File: config.mk
export PLATFORM = sky130hd
export DESIGN_NAME = sf_flash_pwr_sequencer
export DESIGN_NICKNAME = d
export VERILOG_FILES = /design/src/rtl/sf_pwr_seq_pkg.sv /design/src/rtl/sf_pwr_seq_chan.sv /design/src/rtl/sf_flash_pwr_sequencer.sv
export SDC_FILE = /design/constraint.sdc
export NUM_CORES = 1
export LEC_CHECK = 0
export BUFFER_PORTS_ARGS = -buffer_cell sky130_fd_sc_hd__buf_4
export CELL_PAD_IN_SITES_DETAIL_PLACEMENT = 1
export CELL_PAD_IN_SITES_GLOBAL_PLACEMENT = 1
export CORE_ASPECT_RATIO = 1.4
export CORE_MARGIN = 1.5
export CORE_UTILIZATION = 46
export CTS_CLUSTER_SIZE = 28
export DETAILED_ROUTE_END_ITERATION = 10
export PLACE_DENSITY_LB_ADDON = 0.3
export SYNTH_ARGS = -nofsm -noshare
export SYNTH_HDL_FRONTEND = slang
export SYNTH_SLANG_ARGS = --single-unit
File: constraint.sdc
create_clock -name i_clk_20mhz -period 7.75 [get_ports i_clk_20mhz]
set_clock_uncertainty 0.2 [all_clocks]
set_input_delay 1.55 -clock i_clk_20mhz [delete_from_list [all_inputs] [get_ports i_clk_20mhz]]
set_output_delay 1.55 -clock i_clk_20mhz [all_outputs]
set_load 0.1 [all_outputs]
File: src/rtl/sf_pwr_seq_pkg.sv
// Shared types and constants for the serial-flash power sequencer.
// Imported by the per-channel FSM and by the top-level wrapper.
package sf_pwr_seq_pkg;

   localparam int VCC_W     = 32;
   localparam int SEQ_CNT_W = 8;

   typedef enum logic [2:0] {
      OFF,
      RAMP,
      WAIT_PWRUP,
      RESET_PULSE,
      READY,
      BROWNOUT
   } pwr_state_e;

   // One counter serves every timed state, so size it for the longest hold.
   function automatic int cnt_width(input int unsigned a, input int unsigned b,
                                    input int unsigned c);
      int unsigned m;
      m = (a > b) ? a : b;
      m = (m > c) ? m : c;
      return $clog2(m + 1);
   endfunction

endpackage

File: src/rtl/sf_pwr_seq_chan.sv
// One flash channel: Vcc ramp, power-up wait, RESET# pulse, ready gating,
// brown-out injection and automatic re-sequencing.
module sf_pwr_seq_chan
   import sf_pwr_seq_pkg::*;
#(
   parameter int unsigned VCC_TARGET_MV   = 3300,
   parameter int unsigned VCC_STEP_MV     = 100,
   parameter int unsigned PWRUP_CYCLES    = 3000,
   parameter int unsigned RESET_CYCLES    = 20,
   parameter int unsigned BROWNOUT_MV     = 2000,
   parameter int unsigned BROWNOUT_CYCLES = 8
) (
   input  logic                 clk,
   input  logic                 rst_n,
   input  logic                 enable,
   input  logic                 brownout,
   output logic [VCC_W-1:0]     vcc_mv,
   output logic                 reset_n,
   output logic                 cs_gate,
   output logic                 ready,
   output logic [SEQ_CNT_W-1:0] seq_count
);

   localparam int CNT_W = cnt_width(PWRUP_CYCLES, RESET_CYCLES, BROWNOUT_CYCLES);
   localparam logic [CNT_W-1:0] PWRUP_LAST    = CNT_W'(PWRUP_CYCLES - 1);
   localparam logic [CNT_W-1:0] RESET_LAST    = CNT_W'(RESET_CYCLES - 1);
   localparam logic [CNT_W-1:0] BROWNOUT_LAST = CNT_W'(BROWNOUT_CYCLES - 1);
   localparam logic [VCC_W-1:0] TARGET_V      = VCC_W'(VCC_TARGET_MV);
   localparam logic [VCC_W-1:0] BROWNOUT_V    = VCC_W'(BROWNOUT_MV);
   localparam logic [VCC_W:0]   STEP_EXT      = {1'b0, VCC_W'(VCC_STEP_MV)};

   pwr_state_e       state;
   logic [CNT_W-1:0] cnt;
   logic [VCC_W:0]   ramp_sum;
   logic [VCC_W-1:0] ramp_next;

   // Sum carries an extra bit so the saturation compare can never see a wrap.
   always_comb begin
      ramp_sum  = {1'b0, vcc_mv} + STEP_EXT;
      ramp_next = ramp_sum[VCC_W-1:0];
      if (VCC_STEP_MV == 0 || ramp_sum >= {1'b0, TARGET_V}) begin
         ramp_next = TARGET_V;
      end
   end

   always_ff @(posedge clk) begin
      if (!rst_n) begin
         state     <= OFF;
         cnt       <= '0;
         vcc_mv    <= '0;
         reset_n   <= 1'b0;
         cs_gate   <= 1'b1;
         ready     <= 1'b0;
         seq_count <= '0;
      end else if (state != OFF && !enable) begin
         state   <= OFF;
         cnt     <= '0;
         vcc_mv  <= '0;
         reset_n <= 1'b0;
         cs_gate <= 1'b1;
         ready   <= 1'b0;
      end else if (state != OFF && brownout) begin
         // Also taken while already in BROWNOUT, which restarts the hold.
         state   <= BROWNOUT;
         cnt     <= '0;
         vcc_mv  <= BROWNOUT_V;
         reset_n <= 1'b0;
         cs_gate <= 1'b1;
         ready   <= 1'b0;
      end else begin
         case (state)
            OFF: begin
               if (enable) begin
                  state <= RAMP;
                  cnt   <= '0;
               end
            end
            RAMP: begin
               vcc_mv <= ramp_next;
               if (ramp_next == TARGET_V) begin
                  state   <= WAIT_PWRUP;
                  cnt     <= '0;
                  reset_n <= 1'b1;
               end
            end
            WAIT_PWRUP: begin
               if (cnt == PWRUP_LAST) begin
                  state   <= RESET_PULSE;
                  cnt     <= '0;
                  reset_n <= 1'b0;
               end else begin
                  cnt <= cnt + 1'b1;
               end
            end
            RESET_PULSE: begin
               if (cnt == RESET_LAST) begin
                  state     <= READY;
                  cnt       <= '0;
                  reset_n   <= 1'b1;
                  cs_gate   <= 1'b0;
                  ready     <= 1'b1;
                  seq_count <= seq_count + 1'b1;
               end else begin
                  cnt <= cnt + 1'b1;
               end
            end
            READY: begin
               cnt <= '0;
            end
            BROWNOUT: begin
               if (cnt == BROWNOUT_LAST) begin
                  state <= RAMP;
                  cnt   <= '0;
               end else begin
                  cnt <= cnt + 1'b1;
               end
            end
            default: begin
               state   <= OFF;
               cnt     <= '0;
               vcc_mv  <= '0;
               reset_n <= 1'b0;
               cs_gate <= 1'b1;
               ready   <= 1'b0;
            end
         endcase
      end
   end

endmodule

File: src/rtl/sf_flash_pwr_sequencer.sv
// Power-up/reset sequencer for NUM_DEV simulated serial-flash devices;
// one independent channel FSM per device, outputs packed per channel.
module sf_flash_pwr_sequencer
   import sf_pwr_seq_pkg::*;
#(
   parameter int          NUM_DEV         = 1,
   parameter int unsigned VCC_TARGET_MV   = 3300,
   parameter int unsigned VCC_STEP_MV     = 100,
   parameter int unsigned PWRUP_CYCLES    = 3000,
   parameter int unsigned RESET_CYCLES    = 20,
   parameter int unsigned BROWNOUT_MV     = 2000,
   parameter int unsigned BROWNOUT_CYCLES = 8
) (
   input  logic                           i_clk_20mhz,
   input  logic                           i_rstn_20mhz,
   input  logic [NUM_DEV-1:0]             i_enable,
   input  logic [NUM_DEV-1:0]             i_brownout,
   output logic [NUM_DEV*VCC_W-1:0]       o_vcc_mv,
   output logic [NUM_DEV-1:0]             o_reset_n,
   output logic [NUM_DEV-1:0]             o_cs_gate,
   output logic [NUM_DEV-1:0]             o_ready,
   output logic [NUM_DEV*SEQ_CNT_W-1:0]   o_seq_count
);

   if (NUM_DEV < 1) begin : g_bad_num_dev
      $error("NUM_DEV must be at least 1");
   end
   if (VCC_STEP_MV > VCC_TARGET_MV) begin : g_bad_step
      $error("VCC_STEP_MV must not exceed VCC_TARGET_MV");
   end
   if (BROWNOUT_MV >= VCC_TARGET_MV) begin : g_bad_brownout_mv
      $error("BROWNOUT_MV must be below VCC_TARGET_MV");
   end
   if (PWRUP_CYCLES < 1 || RESET_CYCLES < 1 || BROWNOUT_CYCLES < 1) begin : g_bad_cycles
      $error("cycle parameters must be at least 1");
   end

   for (genvar n = 0; n < NUM_DEV; n++) begin : g_chan
      sf_pwr_seq_chan #(
         .VCC_TARGET_MV   (VCC_TARGET_MV),
         .VCC_STEP_MV     (VCC_STEP_MV),
         .PWRUP_CYCLES    (PWRUP_CYCLES),
         .RESET_CYCLES    (RESET_CYCLES),
         .BROWNOUT_MV     (BROWNOUT_MV),
         .BROWNOUT_CYCLES (BROWNOUT_CYCLES)
      ) u_chan (
         .clk       (i_clk_20mhz),
         .rst_n     (i_rstn_20mhz),
         .enable    (i_enable[n]),
         .brownout  (i_brownout[n]),
         .vcc_mv    (o_vcc_mv[VCC_W*n +: VCC_W]),
         .reset_n   (o_reset_n[n]),
         .cs_gate   (o_cs_gate[n]),
         .ready     (o_ready[n]),
         .seq_count (o_seq_count[SEQ_CNT_W*n +: SEQ_CNT_W])
      );
   end

endmodule

==> results.md <==
* Result of the run: finished clean
* Reg2reg setup slack at between 3 and 4 ns
* Grt total ovfl at 0
* Detailed Route Iter0 Violations at about 170
* CP Cell Sequence: ha_1 > a211oi_4 > nor2_2 > and4_1 > o221ai_1 > or4_4 > nor4b_2 > o31a_1 > o22ai_1
* Core ar. at 0.00694 sq mm
* Cell Pwr Density at around 180 mW/mm^2
* Fraction of power spent switching nets at ~29%
* DP Cell Count at 529
* Root buf cell: clkbuf_8
* Hold EP: g_chan[0].u_chan.vcc_mv[0]
* Chip Width at about 75 um
* Max IR drop VDD at between 0.0001 and 0.00015 V
* Fin. max-slew vios at 0
* Final setup vio count at 0
* Power share of the combinational group at between 10% and 20%
* Number of enable-type register cells in the synthesized netlist at 0
* Worst Hold Path Cells at 2
* Reg power frac at between 40% and 50%
* Average footprint of a synthesized cell at around 8 sq um
* CP Capture Type: flip-flop
* Largest net degree at the start of global routing at 24
* Antenna Violating Nets Remaining at 0
* Post-Syn Area at 0.00330 sq mm
* Yosys top cell area share at roughly a third
* Period utilization at around 50%
* Transition time at the pin with the least slew margin at 1.10 ns
* Via count of the first global-routing pass at 3371
* Hold-fix buffer count after cts at 0
* CTS sink cnt at 58
* GR Util All Layers at 28.7%
* Internal portion of total power at between 0.0004 and 0.0005 W
* Post-CTS setup buffers at 0
* Leakage at between 1.5 and 2 nW
* Source of the worst hold timing path: g_chan[0].u_chan.vcc_mv[0]
* TritonCTS clock tree: done
* Clk Latency, worst-skew pair at around 0.35 ns
* Worst Reg2Reg Path Length in Cells at 9
* Initial antenna violation count at 0
* Tightest Hold Check Type: flip-flop to flip-flop
* Starting Density at between 40% and 50%
* Floorplan die area at around 0.0077 sq mm
* Slew HR at approximately a quarter
* Reg2Reg Launch Point: g_chan[0].u_chan.vcc_mv[2]
* Worst-case clock buffer depth at 2
* CP max stage cell: nor4b_2
* Max Cap Viol at 0
* Layout net count at approximately 450
* Share of the yosys chip area belonging to registers at a little over a third
* Count of instances resized after the clock tree is built at 0
* Port-buffer cells at 46
* Critical path class: flip-flop to flip-flop
* Biggest area consumer among synthesized cells: dfxtp_1
* Top-Level Pins at 47
* Crit Reg-Reg Endpoint: g_chan[0].u_chan.vcc_mv[10]
* Remaining DRCs at 0
* Per-cell via count in the routed design at 6.14
* Detailed placement HPWL at ~7400 um
* Setup TNS Final at 0 ns
* Number of iterations in the first detailed-routing pass at 4
* Layout overhead on the synthesized area at 18.0%
* Area taken by flip-flops and latches at between 0.001 and 0.0015 sq mm
* Total net switching power at roughly 0.0002 W
* Placer congestion estimate at between 0.8 and 0.9
* Largest stage delay on the critical path at slightly below 1 ns
* Number of instances in the synthesized netlist at a little over 400
* Crit path arrival time at 3.99 ns
* Area of the multi-input gates at approximately 0.0020 sq mm
* Unique cell type count in the Yosys netlist at between 60 and 70
* Top_reg_cell synth: dfxtp_1
* Final critical path time including I/O delays and setup at about 4 ns
* Setup repair after global routing missed its margin: false
* Fraction of power consumed by the clock network at between 40% and 50%
* CTS H-Tree Depth at 3
* Largest fanout on the critical path at 11
* Startpoint class of the critical path: flip-flop
* Number of placement rows at 36
* Worst EP required at between 7 and 8 ns
* Drt wl/cell at roughly 19 um
* Number of clock buffers inserted by TritonCTS at 9
* Fill count at roughly 870
* Clock-pin slew reported for the worst setup and hold paths after clock tree synthesis at roughly 0.07 ns
* Fmax at roughly 250 MHz
* Fraction of registers with async set or reset after synthesis at 0%
* Vias after detailed routing at 3338
* Hold Fails Final Rpt at 0
* Hold slack final at 0.250 ns
* Sum of routed wire length over all layers at a little over 10000 um
* Dominant cells by area after synthesis: dfxtp_1 35%, nand2_1 5.0%, and3_1 4.5%, nand3_1 4.2%, nor2_1 3.0%
* Final cell count without fillers at 544
* Synth Net Count at roughly 410
* Most frequently used cell type in the post-synthesis netlist: dfxtp_1
* Warning count from the yosys run at 0
* Leading cell types by count after synthesis: 58 x dfxtp_1, 44 x nand2_1, 28 x nand3_1, 26 x nor2_1, 24 x and3_1
* First-pass GRT wire length at ~17000 um
* Diode insertion count for antenna repair at 0
* Flop and latch count out of synthesis at between 50 and 60
* Layout cell share with drive strength beyond 1 at 16.7%
* Vertical die dimension at between 100 and 150 um
## layer usage
| metal | track usage, % | vias to the layer above | wire (um) |
|---|---|---|---|
| li1 | - | 1597 | - |
| met4 | 13.8 | 0 | 306 |
| met2 | 51.1 | 72 | 5370 |
| met5 | 0 | - | 0 |
| met1 | 32.2 | 1644 | 4180 |
| met3 | 5.91 | 25 | 394 |
## kinds of logic after synthesis
family	Yosys count	synth area share, %
simple gates	202	33.6
compound gates	99	22.3
flops	58	35.2
buf+inv	28	3.68
xor+xnor	12	3.18
fa+ha+maj	4	1.52
mux	2	0.607
## area by class of cell
class                   instances  share of cell area, %
repair buffers                 47                   9.06
clock inverters                 2                  0.899
clock buffers                  13                   4.34
well taps                      95                   3.05
inverters                      10                  0.963
multi-input cells             319                   51.9
flip-flops and latches         58                   29.8
## critical path: cells and delay by family, from the launching register on
family | cells | cell delay [ns]
compound gates | 4 | 0.63
simple gates | 4 | 2.05
flops | 1 | 0.52
fa+ha+maj | 1 | 0.42
## worst max path at each step
stage / startpoint / endpoint / slack, ns / depth (start not counted)
final: g_chan[0].u_chan.vcc_mv[2] / g_chan[0].u_chan.vcc_mv[10] / 3.77 / 9
after global routing: g_chan[0].u_chan.vcc_mv[2] / g_chan[0].u_chan.vcc_mv[10] / 3.52 / 9
after CTS: g_chan[0].u_chan.vcc_mv[2] / g_chan[0].u_chan.vcc_mv[10] / 3.78 / 9
after detailed placement: g_chan[0].u_chan.vcc_mv[2] / g_chan[0].u_chan.vcc_mv[2] / 3.79 / 9
after global placement: i_enable / g_chan[0].u_chan.cnt[1] / 3.90 / 6
after floorplan: g_chan[0].u_chan.vcc_mv[3] / g_chan[0].u_chan.vcc_mv[2] / 3.98 / 10
## flip-flops by register name, indices dropped and copies added, names as in the netlist
| signal | cells |
|---|---|
| g_chan.u_chan.state | 3 |
| g_chan.u_chan.cs_gate | 1 |
| g_chan.u_chan.seq_count | 8 |
| g_chan.u_chan.cnt | 12 |
| g_chan.u_chan.reset_n | 1 |
| g_chan.u_chan.ready | 1 |
| g_chan.u_chan.vcc_mv | 32 |
## placed cells by master, fill, tap and decap left out, types with 7 or more instances in the layout
cell type	netlist	final
a21oi_1	17	16
dfxtp_1	58	58
nand2_1	44	44
and2_1	10	10
nand4_1	8	8
nor3_1	14	14
nand3_1	28	28
nor2b_1	8	8
or3_1	9	9
o211ai_1	10	10
nor2_1	26	26
and3_1	24	24
inv_1	10	10
nor4_1	7	7
clkbuf_8	0	12
buf_4	1	47
o21ai_0	15	15
xnor2_1	8	8
## stage by stage
| stage | setup slack, ns | cell area, sq um | total power (W) | utilization (%) |
|---|---|---|---|---|
| final | 3.77 | 3900 | 0.000698 | 56.2 |
| after global routing | 3.52 | 3900 | 0.000721 | 56.2 |
| after CTS | 3.78 | 3900 | 0.000705 | 56.2 |
| after detailed placement | 3.79 | 3690 | 0.000410 | 53.2 |
| after global placement | 3.90 | 3690 | 0.000407 | 53.2 |
| after floorplan | 3.98 | 3300 | 0.000386 | - |
## power groups by stage
stage	Sequential (W)	Combinational, W	Clock [W]
after CTS	0.000314	0.0000895	0.000301
after detailed placement	0.000321	0.0000890	0
final	0.000315	0.0000897	0.000293
after floorplan	0.000338	0.0000476	0
after global placement	0.000320	0.0000869	0
after global routing	0.000315	0.0000956	0.000310
Note: power is estimated with default switching activity, not from simulation.
